==> src/rtl/tpu_tile_sequencer.sv <==
// Tiled matmul sequencer: walks every ARRAY_DIM x ARRAY_DIM output tile of
// C = A(MxK) * B(KxN). For each tile it streams A/B read indices, strobes the
// PE array, waits for the array to drain, and writes one C word per tile row.
// Every output is a register, so each output reflects the state currently held.
module tpu_tile_sequencer #(
  parameter int ARRAY_DIM    = 4,
  parameter int DRAIN_CYCLES = 7,
  parameter int IDX_W        = 16
) (
  input  logic             clk,
  input  logic             rst_n,
  input  logic             in_valid,
  input  logic [7:0]       M,
  input  logic [7:0]       K,
  input  logic [7:0]       N,
  output logic             busy,
  output logic             done,
  output logic [IDX_W-1:0] A_index,
  output logic [IDX_W-1:0] B_index,
  output logic             pe_clear,
  output logic             pe_valid,
  output logic [1:0]       out_row,
  output logic [IDX_W-1:0] C_index,
  output logic             C_wr_en
);

  typedef enum logic [2:0] {
    S_IDLE  = 3'd0,
    S_CLEAR = 3'd1,
    S_LOAD  = 3'd2,
    S_FLUSH = 3'd3,
    S_DRAIN = 3'd4,
    S_WRITE = 3'd5,
    S_DONE  = 3'd6
  } state_t;

  localparam logic [IDX_W-1:0] STEP       = IDX_W'(ARRAY_DIM);
  localparam logic [7:0]       DRAIN_LAST = 8'(DRAIN_CYCLES - 1);
  localparam logic [7:0]       ROW_LAST   = 8'(ARRAY_DIM - 1);

  state_t state, state_d;

  // Latched job dimensions; a zero-sized job skips all tile work.
  logic [7:0] m_dim, k_dim, n_dim;
  logic [7:0] m_dim_d, k_dim_d, n_dim_d;
  logic       zero_job, zero_job_d;

  // Shared phase counter: k in LOAD, drain count in DRAIN, row r in WRITE.
  logic [7:0] cnt, cnt_d;

  // Tile position kept as running sums so no multipliers are needed:
  // m_row = mt*ARRAY_DIM, n_col = nt*ARRAY_DIM, a_base = mt*K,
  // b_base = nt*K, c_col = nt*M.
  logic [IDX_W-1:0] m_row, n_col, a_base, b_base, c_col;
  logic [IDX_W-1:0] m_row_d, n_col_d, a_base_d, b_base_d, c_col_d;

  // Next values of the registered outputs.
  logic             busy_d, done_d, pe_clear_d, pe_valid_d, c_wr_en_d;
  logic [IDX_W-1:0] a_index_d, b_index_d, c_index_d;
  logic [1:0]       out_row_d;
  logic [IDX_W-1:0] next_row;

  // State register.
  always_ff @(posedge clk or negedge rst_n) begin
    if (!rst_n) begin
      state <= S_IDLE;
    end else begin
      state <= state_d;
    end
  end

  // Next-state, counter, tile-position and output-value decode.
  always_comb begin
    state_d    = state;
    m_dim_d    = m_dim;
    k_dim_d    = k_dim;
    n_dim_d    = n_dim;
    zero_job_d = zero_job;
    cnt_d      = cnt;
    m_row_d    = m_row;
    n_col_d    = n_col;
    a_base_d   = a_base;
    b_base_d   = b_base;
    c_col_d    = c_col;
    a_index_d  = A_index;
    b_index_d  = B_index;
    c_index_d  = C_index;
    out_row_d  = out_row;
    pe_clear_d = 1'b0;
    c_wr_en_d  = 1'b0;
    next_row   = m_row + IDX_W'(cnt) + IDX_W'(1);

    case (state)
      S_IDLE: begin
        if (in_valid) begin
          m_dim_d    = M;
          k_dim_d    = K;
          n_dim_d    = N;
          zero_job_d = (M == 8'd0) || (K == 8'd0) || (N == 8'd0);
          m_row_d    = '0;
          n_col_d    = '0;
          a_base_d   = '0;
          b_base_d   = '0;
          c_col_d    = '0;
          cnt_d      = 8'd0;
          state_d    = S_CLEAR;
          // An empty job passes through CLEAR without touching the array.
          pe_clear_d = !((M == 8'd0) || (K == 8'd0) || (N == 8'd0));
        end else begin
          state_d = S_IDLE;
        end
      end
      S_CLEAR: begin
        if (zero_job) begin
          state_d = S_DONE;
        end else begin
          state_d   = S_LOAD;
          cnt_d     = 8'd0;
          a_index_d = a_base;
          b_index_d = b_base;
        end
      end
      S_LOAD: begin
        if (cnt == k_dim - 8'd1) begin
          state_d = S_FLUSH;
        end else begin
          cnt_d     = cnt + 8'd1;
          a_index_d = A_index + IDX_W'(1);
          b_index_d = B_index + IDX_W'(1);
        end
      end
      S_FLUSH: begin
        state_d = S_DRAIN;
        cnt_d   = 8'd0;
      end
      S_DRAIN: begin
        if (cnt == DRAIN_LAST) begin
          state_d   = S_WRITE;
          cnt_d     = 8'd0;
          out_row_d = 2'd0;
          c_index_d = c_col + m_row;
          c_wr_en_d = (m_row < IDX_W'(m_dim));
        end else begin
          cnt_d = cnt + 8'd1;
        end
      end
      S_WRITE: begin
        if (cnt == ROW_LAST) begin
          cnt_d = 8'd0;
          if (n_col + STEP < IDX_W'(n_dim)) begin
            // Next column tile in the same tile row.
            n_col_d    = n_col + STEP;
            b_base_d   = b_base + IDX_W'(k_dim);
            c_col_d    = c_col + IDX_W'(m_dim);
            state_d    = S_CLEAR;
            pe_clear_d = 1'b1;
          end else if (m_row + STEP < IDX_W'(m_dim)) begin
            // Wrap to the first column tile of the next tile row.
            n_col_d    = '0;
            b_base_d   = '0;
            c_col_d    = '0;
            m_row_d    = m_row + STEP;
            a_base_d   = a_base + IDX_W'(k_dim);
            state_d    = S_CLEAR;
            pe_clear_d = 1'b1;
          end else begin
            state_d = S_DONE;
          end
        end else begin
          cnt_d     = cnt + 8'd1;
          out_row_d = 2'(cnt + 8'd1);
          c_index_d = C_index + IDX_W'(1);
          c_wr_en_d = (next_row < IDX_W'(m_dim));
        end
      end
      S_DONE: begin
        state_d = S_IDLE;
      end
      default: begin
        state_d = S_IDLE;
      end
    endcase

    busy_d     = (state_d != S_IDLE);
    done_d     = (state_d == S_DONE);
    pe_valid_d = (state == S_LOAD);
  end

  // Datapath registers and registered outputs.
  always_ff @(posedge clk or negedge rst_n) begin
    if (!rst_n) begin
      m_dim    <= 8'd0;
      k_dim    <= 8'd0;
      n_dim    <= 8'd0;
      zero_job <= 1'b0;
      cnt      <= 8'd0;
      m_row    <= '0;
      n_col    <= '0;
      a_base   <= '0;
      b_base   <= '0;
      c_col    <= '0;
      busy     <= 1'b0;
      done     <= 1'b0;
      A_index  <= '0;
      B_index  <= '0;
      pe_clear <= 1'b0;
      pe_valid <= 1'b0;
      out_row  <= 2'd0;
      C_index  <= '0;
      C_wr_en  <= 1'b0;
    end else begin
      m_dim    <= m_dim_d;
      k_dim    <= k_dim_d;
      n_dim    <= n_dim_d;
      zero_job <= zero_job_d;
      cnt      <= cnt_d;
      m_row    <= m_row_d;
      n_col    <= n_col_d;
      a_base   <= a_base_d;
      b_base   <= b_base_d;
      c_col    <= c_col_d;
      busy     <= busy_d;
      done     <= done_d;
      A_index  <= a_index_d;
      B_index  <= b_index_d;
      pe_clear <= pe_clear_d;
      pe_valid <= pe_valid_d;
      out_row  <= out_row_d;
      C_index  <= c_index_d;
      C_wr_en  <= c_wr_en_d;
    end
  end

endmodule

==> config.mk <==
export PLATFORM = sky130hd
export DESIGN_NAME = tpu_tile_sequencer
export DESIGN_NICKNAME = d
export VERILOG_FILES = /design/src/rtl/tpu_tile_sequencer.sv
export SDC_FILE = /design/constraint.sdc
export NUM_CORES = 1
export LEC_CHECK = 0
export CAP_MARGIN = 5
export CORE_AREA = 3 3 146 148
export DETAILED_ROUTE_END_ITERATION = 8
export DIE_AREA = 0 0 149 151
export PLACE_DENSITY = 0.74
export SLEW_MARGIN = 20
export SYNTH_ARGS = -nofsm -noshare
export SYNTH_HDL_FRONTEND = slang
export SYNTH_SLANG_ARGS = --single-unit
==> constraint.sdc <==
create_clock -name clk -period 3.1 [get_ports clk]
set_clock_uncertainty 0.1 [all_clocks]
set_input_delay 0.775 -clock clk [delete_from_list [all_inputs] [get_ports clk]]
set_output_delay 0.775 -clock clk [all_outputs]
set_load 0.005 [all_outputs]
==> results.cfg <==
[cts]
clock_sinks = 167
cts_tree = built
root_buffer = clkbuf_16
cts_max_level = 4
clk_latency_ps = 430
path_clk_slew_ps = 60
ctsLongestPathBuffers = 2
cts_made_buffers = 17

[timing]
hold_ws_ps = 237
finalSetupViolCount = 18
rsz0062_at_grt = true
setup_ws_ps = -164
min_period_ps = 3260
slew_violations = 0
max_slew_margin_pct = 54.5
clock.fmax_mhz = 306
post-route-period-util_pct = 105
tightest_slew_ps = 681
hold_viol = 0

[synth]
synth_top_area_share_pct = 38.6
syn-num-nets = 1370
synth_common_cells = 176 x nand2_1, 167 x dfrtp_1, 115 x nor2_1, 101 x a21oi_1, 98 x o21ai_0
yosysWarnings = 0
syn-cell-area_um2 = 10800
yosysTopAreaCell = dfrtp_1
synth_enable_flop_cells = 0
ys.flop_type = dfrtp_1
ys_types = 67
synthesis.instances = 1262
post-synth-top-count-cell = nand2_1
synth_area_leaders = dfrtp_1 39%, ha_1 9.0%, nand2_1 6.1%, a21oi_1 4.7%, o21ai_0 4.5%
avgSynthCellArea_um2 = 8.58
async_reset_ff_share_pct = 100
yosysSeqAreaShare_pct = 38.6
ys_seq_elements = 167

[power]
p_per_area_nw_per_um2 = 719
p_leak_uw = 0.00620
peakVddDrop_v = 0.000475

[placement]
dp_cells = 1634
post-place-ws_ps = -166
gp_congestion = 0.917
place_area_um2 = 12400
io_buffers = 81
dpl.hpwl_um = 20100

[worst_setup_path]
max_stage_delay_ps = 400
cp_slowest_cell = dfrtp_1
crit_chain = ha_4 -> nand3_4 -> xnor2_2 -> ha_1 -> a21o_1 -> a21oi_1 -> nand3b_1 -> nor4_2 -> nand3_2 -> and3_2 -> nor3b_1 -> xnor2_1 -> nor2_1
r2r_cells = 13
cp-start-kind = register
rr_startpoint = n_col[3]
required_ps = 3320
worst-path-max-fanout = 5
path_class = register to register
rrSetupSlack_ps = -160
crit_arrival_ps = 3480
reg2reg_to = c_col[9]
crit_path_end_kind = register

[floorplanning]
ios = 82
num_rows = 52
die_area_um2 = 22500
fp.dieH_um = 151
core_um2 = 20200
chipWidth_um = 149
start_util_pct = 53.7

[detailed_routing]
finalWirelength_um = 29300
viasPerCell = 5.89
dr_total_vias = 9920
drt-wirelength-per-cell_um = 17.4
drtPass1Iterations = 5
drtIter0Drc = 714
ant_nets = 0
drc = 0

[status]
violations = setup timing
outcome = complete, but fails checks

[global_routing]
grt_pass1_wl_um = 45800
grt_overflow = 0
grt_max_degree = 63
grt_pass1_vias = 9287
grt_antenna_before_repair = 0
grt_usage_pct = 25.1

[min_path]
hp-class = input port to async pin

[finish]
syn_to_final_growth_pct = 24.2
seqCellArea_um2 = 4190
antenna_cells = 0
multi_input_area_um2 = 6590
final_nets = 1510
fin_util_pct = 66.7
stdcell_area_um2 = 13400
drive_gt1_share_pct = 14.9
stdcell_count = 1684
fill_cells = 1618

[run]
maxCapViolCount = 0
## worst max path at each step
stage | endpoint | cells past startpoint | startpoint
2_1_floorplan | cnt[1] | 14 | n_col[3]
3_3_place_gp | cnt[1] | 13 | m_row[2]
3_5_place_dp | C_wr_en | 10 | m_row[2]
4_1_cts | cnt[1] | 13 | m_row[2]
5_1_grt | c_col[9] | 14 | m_row[3]
6_report | c_col[9] | 13 | n_col[3]
## stage by stage
stage               TNS [ps]  total power, uW
floorplan              -7.99             5610
global placement        -109             7150
detailed placement      -396             7260
CTS                        0             9500
global route           -6460            10300
finish                  -981             9670
## power by group
group	internal (uW)	leakage [uW]	total [uW]	switching [uW]
sequential	2710	0.00220	3260	555
clock	1270	0.000296	2180	907
combinational	1910	0.00371	4230	2320
total	5890	0.00620	9670	3780
## cells in the final DEF (no fill, tap or decap), types with 6 or more instances in the layout
master / netlist / layout
o31ai_1: 10 / 9
ha_1: 78 / 73
nor3b_1: 9 / 9
clkdlybuf4s50_1: 0 / 80
o21bai_1: 8 / 7
o21ai_0: 98 / 92
clkbuf_16: 0 / 17
nand2b_1: 6 / 6
a31oi_1: 16 / 13
xnor2_1: 53 / 48
and2_1: 26 / 25
nand3_1: 62 / 59
nor2_1: 115 / 110
and3_1: 20 / 19
xor2_1: 28 / 28
dfrtp_1: 167 / 161
buf_4: 0 / 91
nand4_1: 16 / 16
nor4_1: 9 / 8
nand2_1: 176 / 172
nor3_1: 22 / 20
dfrtp_2: 0 / 6
or2_2: 10 / 10
a21o_1: 16 / 16
a221o_1: 6 / 6
a21oi_1: 101 / 97
a22o_1: 7 / 7
mux2i_1: 11 / 10
nor2b_1: 11 / 10
o21a_1: 7 / 7
inv_1: 35 / 35
o22ai_1: 15 / 15
## worst max-delay path: cells and delay by family (launching register included)
family          cells  cell delay, ps
fa+ha+maj           2             490
simple gates        7            1510
flops               1             400
xor+xnor            2             340
compound gates      2             290
## cell families (layout without fill, tap and decap cells)
| kind of cell | after synthesis | in the layout | share of synthesized area, % |
|---|---|---|---|
| AND/OR/NAND/NOR | 509 | 511 | 23.1 |
| AO/OA/AOI/OAI | 315 | 315 | 17.4 |
| flip-flops | 167 | 167 | 38.6 |
| buffers and inverters | 95 | 245 | 3.49 |
| adder cells (fa/ha/maj) | 81 | 81 | 9.57 |
| XOR/XNOR | 81 | 81 | 6.55 |
| multiplexers | 14 | 14 | 1.33 |
## registers in the layout (all words and copies together), names as in the netlist, 2 cells and up
register	cells
A_index	16
state	3
C_index	16
m_dim	8
B_index	16
c_col	16
a_base	16
k_dim	8
out_row	2
b_base	16
cnt	8
m_row	14
n_col	14
n_dim	8
## layer usage
layer	up-vias	GRT usage, %	wire length (um)
li1	4770	-	-
met1	4808	34.0	12900
met2	280	41.2	14000
met3	62	4.61	1690
met4	0	7.83	709
met5	-	0	0
## final cells by class
class                   count  share of cell area [%]
clock inverters            10                   0.875
well taps                 270                    2.51
repair buffers            179                    11.9
flip-flops and latches    167                    31.1
inverters                  35                   0.977
multi-input cells        1002                    49.0
clock buffers              21                    3.57
## timing repair
action | CTS | global route
resized for setup | 13 | 56
buffers inserted | 5 | 12
cloned | 0 | 2
hold buffers | 0 | 0
endpoints found under the setup margin | 17 | 59
pin swaps | 14 | 41
Note: power is estimated with default switching activity, not from simulation.
